`src/rtl/pipe_stage_buf.sv`:
```
// ---------------------------------------------------------------------------
// pipe_stage_buf
//
// Generic inter-stage pipeline register. Carries an opaque DATA_W-bit payload
// between two pipeline stages using a valid/ready handshake. A stall is
// expressed as deasserted downstream ready. Flush turns every held entry into
// a bubble. Empty slots always hold BUBBLE_VAL, so o_data shows the nop
// bubble whenever o_valid is low.
//
// SKID = 0 : one main register M; o_ready is combinational (!M.valid || i_ready).
// SKID = 1 : main register M plus skid register S; o_ready depends only on
//            registered state (!S.valid), which cuts the ready path between
//            stages while keeping full throughput.
//
// Parameters
//   DATA_W      payload width in bits
//   BUBBLE_VAL  payload value held by an empty slot
//   SKID        0 = single register, 1 = main + skid register
//
// Ports
//   i_clk        clock, all state updates on the rising edge
//   i_reset      synchronous reset, active-high (priority over flush)
//   i_flush      kill all held and incoming entries this cycle
//   i_valid      upstream payload valid
//   o_ready      block accepts the upstream payload this cycle
//   i_data       upstream payload
//   o_valid      downstream payload valid
//   i_ready      downstream accepts the payload this cycle
//   o_data       downstream payload
//   o_occupancy  number of held entries (0..2)
//   o_stall_cnt  saturating count of cycles with o_valid && !i_ready
// ---------------------------------------------------------------------------
module pipe_stage_buf #(
  parameter int unsigned       DATA_W     = 192,
  parameter logic [DATA_W-1:0] BUBBLE_VAL = {DATA_W{1'b0}},
  parameter bit                SKID       = 1'b1
) (
  input  logic              i_clk,
  input  logic              i_reset,
  input  logic              i_flush,
  input  logic              i_valid,
  output logic              o_ready,
  input  logic [DATA_W-1:0] i_data,
  output logic              o_valid,
  input  logic              i_ready,
  output logic [DATA_W-1:0] o_data,
  output logic [1:0]        o_occupancy,
  output logic [31:0]       o_stall_cnt
);

  // Main slot: always the entry presented downstream.
  logic              m_valid;
  logic [DATA_W-1:0] m_data;
  // Skid slot valid; stays 0 when SKID = 0.
  logic              s_valid;

  // Handshake events for this cycle.
  logic push;
  logic pop;

  assign push = i_valid && o_ready;
  assign pop  = m_valid && i_ready;

  assign o_valid     = m_valid;
  assign o_data      = m_data;
  assign o_occupancy = {1'b0, m_valid} + {1'b0, s_valid};

  generate
    if (SKID) begin : g_skid
      logic              s_valid_q;
      logic [DATA_W-1:0] s_data;

      logic              m_valid_nxt;
      logic [DATA_W-1:0] m_data_nxt;
      logic              s_valid_nxt;
      logic [DATA_W-1:0] s_data_nxt;

      // Ready comes from registered state only; flush masks it so no entry
      // can slip in while the stage is being killed.
      assign o_ready = !i_flush && !s_valid_q;
      assign s_valid = s_valid_q;

      // NOTE: every variable written here gets a default first; a path that
      // leaves one unassigned would infer a latch instead of a mux.
      always_comb begin
        m_valid_nxt = m_valid;
        m_data_nxt  = m_data;
        s_valid_nxt = s_valid_q;
        s_data_nxt  = s_data;

        if (i_flush) begin
          m_valid_nxt = 1'b0;
          m_data_nxt  = BUBBLE_VAL;
          s_valid_nxt = 1'b0;
          s_data_nxt  = BUBBLE_VAL;
        end else if (s_valid_q) begin
          // S full means o_ready is low, so only a pop can happen: the
          // older entry in S advances into M and S empties.
          if (pop) begin
            m_valid_nxt = 1'b1;
            m_data_nxt  = s_data;
            s_valid_nxt = 1'b0;
            s_data_nxt  = BUBBLE_VAL;
          end
        end else if (push && m_valid && !pop) begin
          // M is held downstream; park the new entry behind it.
          s_valid_nxt = 1'b1;
          s_data_nxt  = i_data;
        end else if (push) begin
          // M empty, or M leaving this cycle: the new entry goes straight to M.
          m_valid_nxt = 1'b1;
          m_data_nxt  = i_data;
        end else if (pop) begin
          m_valid_nxt = 1'b0;
          m_data_nxt  = BUBBLE_VAL;
        end
      end

      // NOTE: the data slots are reset too, not just the valid bits, because
      // an empty slot must read as BUBBLE_VAL on o_data straight out of reset.
      always_ff @(posedge i_clk) begin
        if (i_reset) begin
          m_valid   <= 1'b0;
          m_data    <= BUBBLE_VAL;
          s_valid_q <= 1'b0;
          s_data    <= BUBBLE_VAL;
        end else begin
          m_valid   <= m_valid_nxt;
          m_data    <= m_data_nxt;
          s_valid_q <= s_valid_nxt;
          s_data    <= s_data_nxt;
        end
      end
    end else begin : g_single
      // Combinational ready: room exists if M is empty or leaving this cycle.
      assign o_ready = !i_flush && (!m_valid || i_ready);
      assign s_valid = 1'b0;

      always_ff @(posedge i_clk) begin
        if (i_reset || i_flush) begin
          m_valid <= 1'b0;
          m_data  <= BUBBLE_VAL;
        end else if (push) begin
          m_valid <= 1'b1;
          m_data  <= i_data;
        end else if (pop) begin
          m_valid <= 1'b0;
          m_data  <= BUBBLE_VAL;
        end
      end
    end
  endgenerate

  // Stall counter: counts cycles the stage holds a valid entry that the
  // downstream stage refuses. Saturates rather than wrapping; only reset
  // clears it, so a flush does not hide stalls from the profile.
  // NOTE: sequential state uses non-blocking assignments so every register
  // samples pre-edge values regardless of statement or block order.
  always_ff @(posedge i_clk) begin
    if (i_reset) begin
      o_stall_cnt <= 32'd0;
    end else if (m_valid && !i_ready && (o_stall_cnt != 32'hFFFF_FFFF)) begin
      o_stall_cnt <= o_stall_cnt + 32'd1;
    end
  end

endmodule

```
`config.mk`:
```
export PLATFORM = sky130hd
export DESIGN_NAME = pipe_stage_buf
export DESIGN_NICKNAME = d
export VERILOG_FILES = /design/src/rtl/pipe_stage_buf.sv
export SDC_FILE = /design/constraint.sdc
export NUM_CORES = 1
export LEC_CHECK = 0
export ABC_AREA = 1
export CORE_MARGIN = 1.5
export CORE_UTILIZATION = 35
export DETAILED_ROUTE_END_ITERATION = 12
export GPL_TIMING_DRIVEN = 0
export SETUP_SLACK_MARGIN = 0.5
export SKIP_CTS_REPAIR_TIMING = 1
export SLEW_MARGIN = 5
export SYNTH_ARGS = -nofsm -noshare
export SYNTH_HDL_FRONTEND = slang
export SYNTH_SLANG_ARGS = --single-unit
```
`constraint.sdc`:
```
create_clock -name i_clk -period 2.9 [get_ports i_clk]
set_input_delay 0.58 -clock i_clk [delete_from_list [all_inputs] [get_ports i_clk]]
set_output_delay 0.58 -clock i_clk [all_outputs]
set_load 0.005 [all_outputs]
```
==> impl_metrics.toml, run 1 <==
[layout]
layout-drive-gt1-share_pct = 7.60
finalNonFillerCells = 3454
final_util_pct = 49.1
final_cell_area_um2 = 23900
area_growth_syn_to_layout_pct = 39.0
finalNetCount = 2936

[critical_path]
crit_family = "buffers and inverters"
largest_driver_fanout_on_the_critical_path = 4
worstPathArrival_ps = 1740
critical_path.cell_chain = "ha_1 > clkdlybuf4s50_1"
crit_path_top_delay_cell = "clkdlybuf4s50_1"
worst-setup-path-type = "reg2out"
cp-start-kind = "register"
critPathBufInv = 1
worst_path_largest_cell_delay_ps = 490
worst_setup_path_end_kind = "output port"
worst_ep_required_time_ps = 2320

[placement]
placed_cell_areas_um2 = 22300
final_weighted_congestion_in_routability_driven_placement = 0.884
portbufs = 424
placed_insts = 3350
pre_cts_ws_ps = -416
detailed_place_hpwl_um = 44400

[clocking]
cts-buffers-inserted = 49
cts.sinks = 418
clock_pin_slew_on_the_worst_setup_and_hold_paths_ps = 60
clockBufferDepth = 3
clkLatencyLatePin_ps = 590
cts.htree.levels = 2
tritoncts = "done"
root_buffer = "clkbuf_16"

[die]
die_area_um2 = 50500
fp.dieH_um = 225
initial_core_utilization_pct = 35.3
core_um2 = 48700
ios = 425
rows = 81
die_w_um = 225

[routing]
vias = 17100
average_routed_wire_per_standard_cell_um = 17.5
drt_drc_violations_left = 0
drt-pass1-iter-count = 5
routed_via_density = 4.95
drt.antenna.violating_nets = 0
totalWireLength_um = 60300
drt_first_iter_violations = 803

[timing]
tightest_slew_ps = 834
drv_slew = 0
hold_viol = 0
period_share_pct = 80.1
finClkSkew_ps = 9.71
final.hold.worst_slack_ps = 462
timing.max_slew.rel_slack_pct = 44.4
clock.fmax_ghz = 0.430
final_critical_path_setup_slack_ps = 577
period_needed_ps = 2320
setup_viol = 0
rsz_0062_raised_after_global_routing = "no"

[synth]
synth_top_cell_by_area = "dfxtp_1"
synth.cell_area_um2 = 17200
ys_warn_count = 0
synth_top_cell_area_share_pct = 48.6
post-synth-top-count-cell = "nor2_1"
synth_area_leaders = "dfxtp_1 (49%), nor2_1 (10%), a22o_1 (9.8%)"
synth_cell_types = 28
synth_nets = 2461
synthFlopType = "dfxtp_1"
postSynthRegisterBits = 418
synth_seq_area_share_pct = 48.6
ys_async_sr_fraction_pct = 0
netlist_top_cells_count = "nor2_1 (460), nand2_1 (443), dfxtp_1 (418)"
synthCells = 2262
post_synth.cell_area_avg_um2 = 7.61
synth-edff-count = 0

[global_route]
grtUsageMet3_pct = 5.25
grt_first_pass_wirelength_um = 90800
grt.total_usage_pct = 22.8
grtUsageMet2_pct = 38.7
pin_count_of_the_biggest_net_entering_global_routing = 14
grt_residual_overflow = 0
antenna_found_initial = 14
highest_utilization_routing_layer_at_the_global_route_stage = "met2"
grt_pass1_vias = 16200
met1_usage_pct = 28.5

[job]
max_cap_viol_count = 0

[pwr]
static-leakage-power_nw = 8.69
vdd.ir_drop.worst_v = 0.000352
part_of_the_total_power_dissipated_in_combinational_logic_pct = 9.3
power.share.sequential_pct = 44.5
internal_power_mw = 10.1
power-per-cell-area_nw_per_um2 = 554
sw_frac_of_total_pct = 24.0
clock_power_share_pct = 46.1
power.switching_mw = 3.18

[hold_path]
hp-class = "reg2reg"

[status]
status = "finished, final reports clean"
## worst reg2reg max path, delay by kind of cell, from the launching register on
family / cells / cell delay, ps
compound gates: 1 / 230
buf+inv: 3 / 1290
flops: 1 / 400
simple gates: 2 / 140
## area by class of cell
cell class	count	area (µm²)
Fill cell	4791	24800
Buffer	182	907
Antenna cell	12	30.0
Multi-Input combinational cell	1615	7780
Clock buffer	76	1480
Clock inverter	16	134
Sequential cell	418	8370
Inverter	47	176
Timing Repair Buffer	424	4240
Tap cell	664	831
## state kept, by name (all words and copies together) (netlist names)
register and cells:
o_valid 1, g_skid.s_data 192, o_data 192, g_skid.s_valid_q 1
o_stall_cnt 32
## cells in the final DEF, fill, tap and decap left out, drive strengths merged
cell type | Yosys | layout
dfxtp | 418 | 418
o31ai | 1 | 1
a31oi | 5 | 5
clkdlybuf4s50 | 0 | 424
clkinv | 1 | 11
a21oi | 207 | 207
nand3 | 71 | 71
buf | 106 | 106
bufinv | 0 | 1
nand2 | 449 | 449
nor2 | 470 | 470
and2 | 1 | 1
nor3 | 3 | 3
o21ai | 194 | 194
ha | 2 | 2
clkinvlp | 0 | 1
a22o | 192 | 192
inv | 46 | 50
clkbuf | 76 | 152
diode | 0 | 12
xor2 | 3 | 3
nand3b | 2 | 2
nand4 | 15 | 15
## layer usage
metal  share of wire, %  up-vias
met5              0.022        -
met4                2.6        2
met2                 47      473
met3                6.8       86
met1                 44     7987
li1                   -     8540
## path summary, 6_finish.rpt
path / from / endpoint / slack [ps] / cells past startpoint
setup / recovery: o_valid$_SDFFE_PP0P_ / o_occupancy[0] / 580 / 2
hold / removal: g_skid.s_data[141]$_SDFFE_PP0P_ / g_skid.s_data[141]$_SDFFE_PP0P_ / 460 / 2
hold reg to reg: g_skid.s_data[141]$_SDFFE_PP0P_ / g_skid.s_data[141]$_SDFFE_PP0P_ / 460 / 2
setup reg to reg: g_skid.s_valid_q$_SDFF_PP0_ / o_data[138]$_SDFFE_PP0P_ / 770 / 6
## kinds of logic after synthesis
kind of cell	synth area share, %
buffers and inverters	6.25
DFF	48.6
and+or+nand+nor	23.2
adders and majority gates	0.145
AOI/OAI and AO/OA	21.7
xor gates and xnor gates	0.153
## power by group through the flow
stage          Combinational (mW)  Sequential [mW]  Clock (mW)
6_report                     1.23             5.90        6.12
5_1_grt                      1.34             5.91        6.50
4_1_cts                      1.24             5.90        6.29
3_5_place_dp                 1.24             6.03           0
3_3_place_gp                 1.23             6.03           0
2_1_floorplan               0.508             6.03           0
## through the flow
step | power, mW | setup TNS, ps
after detailed placement | 7.27 | -39060
after floorplan | 6.54 | 0
after CTS | 13.4 | 0
final | 13.3 | 0
after global routing | 13.8 | 0
after global placement | 7.26 | -31880
(Power assumes the default switching activity.)
==> run 2: changes to the inputs <==
Clock period 2.9 ns to 1.9 ns, I/O delays scaled along.
==> impl_metrics.toml, run 2 (synthesis results as in run 1) <==
[timing]
hold_viol = 0
rsz_0062_raised_after_global_routing = "yes"
period_share_pct = 94.6
setup_viol = 0
period_needed_ps = 1800
tightest_slew_ps = 617
timing.max_slew.rel_slack_pct = 58.9
finClkSkew_ps = 28.4
drv_slew = 0
totalNegativeSetupSlack_ps = 0
clock.fmax_ghz = 0.556

[pwr]
static-leakage-power_nw = 12.9
power.share.sequential_pct = 44.5
power-per-cell-area_nw_per_um2 = 805
sw_frac_of_total_pct = 23.9
power.switching_mw = 4.84
internal_power_mw = 15.4
power.total_mw = 20.2
clock_power_share_pct = 45.8
part_of_the_total_power_dissipated_in_combinational_logic_pct = 9.7
vdd.ir_drop.worst_v = 0.000647

[placement]
placed_insts = 3350
portbufs = 424
placed_cell_areas_um2 = 22500
final_weighted_congestion_in_routability_driven_placement = 0.852
detailed_place_hpwl_um = 45100

[critical_path]
worst_case_register_to_register_setup_slack_ps = 170
critPathBufInv = 1
critical_path.cell_chain = "clkdlybuf4s50_1"
largest_driver_fanout_on_the_critical_path = 2
worst_setup_path_end_kind = "output port"
worst_path_largest_cell_delay_ps = 500
worst-setup-path-type = "reg2out"
crit_path_top_delay_cell = "clkdlybuf4s50_1"
worstPathArrival_ps = 1420
worstReg2RegStart = "g_skid.s_valid_q$_SDFF_PP0_"
worst_ep_required_time_ps = 1520
crit_family = "buffers and inverters"
reg2regPathDepth = 9
cp-start-kind = "register"
worst_r2r_endpoint = "o_data[76]$_SDFFE_PP0P_"

[layout]
layout_common_cells = "nor2_1 (452), nand2_1 (443), dfxtp_1 (361)"
finalNetCount = 2939
final_cell_area_um2 = 25100
area_growth_syn_to_layout_pct = 45.7
layout-drive-gt1-share_pct = 11.7
final_common_cell = "nor2_1"
finalNonFillerCells = 3456
final_util_pct = 51.5

[die]
rows = 81
initial_core_utilization_pct = 35.3
die_w_um = 225
core_um2 = 48700
fp.dieH_um = 225
die_area_um2 = 50500
ios = 425

[clocking]
clkLatencyLatePin_ps = 590
cts-buffers-inserted = 47
root_buffer = "clkbuf_16"
cts.sinks = 418
cts.htree.levels = 2
clockBufferDepth = 3
clock_pin_slew_on_the_worst_setup_and_hold_paths_ps = 60
tritoncts = "done"

[status]
status = "finished, final reports clean"

[routing]
totalWireLength_um = 62100
average_routed_wire_per_standard_cell_um = 18.0
drt_first_iter_violations = 1364
drt.antenna.violating_nets = 0
drt_drc_violations_left = 0
vias = 17400
routed_via_density = 5.02
drt-pass1-iter-count = 6

[global_route]
grt_residual_overflow = 0
antenna_found_initial = 19
grt_first_pass_wirelength_um = 93200
pin_count_of_the_biggest_net_entering_global_routing = 14
grt_pass1_vias = 16500
grt.total_usage_pct = 23.6

[hold_path]
hp-start = "i_data[145]"
hp-class = "in2reg"
holdPathStages = 3
min_delay_worst_endpoint = "g_skid.s_data[145]$_SDFFE_PP0P_"

[job]
max_cap_viol_count = 0
-- run 2: how the worst max path moves through the flow --
stage | slack [ps] | start | depth (start not counted) | end
2_1_floorplan | 450 | o_stall_cnt[0]$_SDFFE_PP0P_ | 10 | o_stall_cnt[10]$_SDFFE_PP0P_
3_3_place_gp | -940 | i_flush | 6 | o_data[190]$_SDFFE_PP0P_
3_5_place_dp | -1000 | i_flush | 6 | o_data[187]$_SDFFE_PP0P_
4_1_cts | -370 | i_flush | 6 | o_data[188]$_SDFFE_PP0P_
5_1_grt | 80 | o_data[160]$_SDFFE_PP0P_ | 1 | o_data[160]
6_report | 100 | o_data[128]$_SDFFE_PP0P_ | 1 | o_data[128]
-- run 2: stage by stage --
step / setup WS (ps) / hold slack (ps)
6_report: 102 / 380
5_1_grt: 82.0 / 388
4_1_cts: -368 / 344
3_5_place_dp: -995 / 452
3_3_place_gp: -943 / 448
2_1_floorplan: 446 / 439
-- run 2: metal layers --
layer	share of wire, %	up-vias	track usage (%)
met5	0.063	-	0
met4	3.1	6	10.1
met3	7.2	117	4.74
met2	47	600	38.4
met1	43	8063	30.4
li1	-	8566	-
-- run 2: cell type report --
| type | instances | area (µm²) |
|---|---|---|
| multi-input combinational | 1615 | 7890 |
| clock buffer | 66 | 1380 |
| clock inverter | 19 | 194 |
| inverter | 47 | 179 |
| timing repair buffer | 429 | 4830 |
| antenna | 16 | 40.0 |
| sequential | 418 | 8490 |
| fill | 4676 | 23700 |
| tap | 664 | 831 |
| buffer | 182 | 1260 |
-- run 2: power groups by stage --
stage | combinational, mW | clock [mW] | sequential, mW
floorplan | 0.827 | 0 | 9.20
global placement | 1.94 | 0 | 9.20
detailed placement | 1.95 | 0 | 9.20
CTS | 1.96 | 9.46 | 9.01
global route | 2.13 | 9.81 | 9.00
finish | 1.97 | 9.26 | 8.98
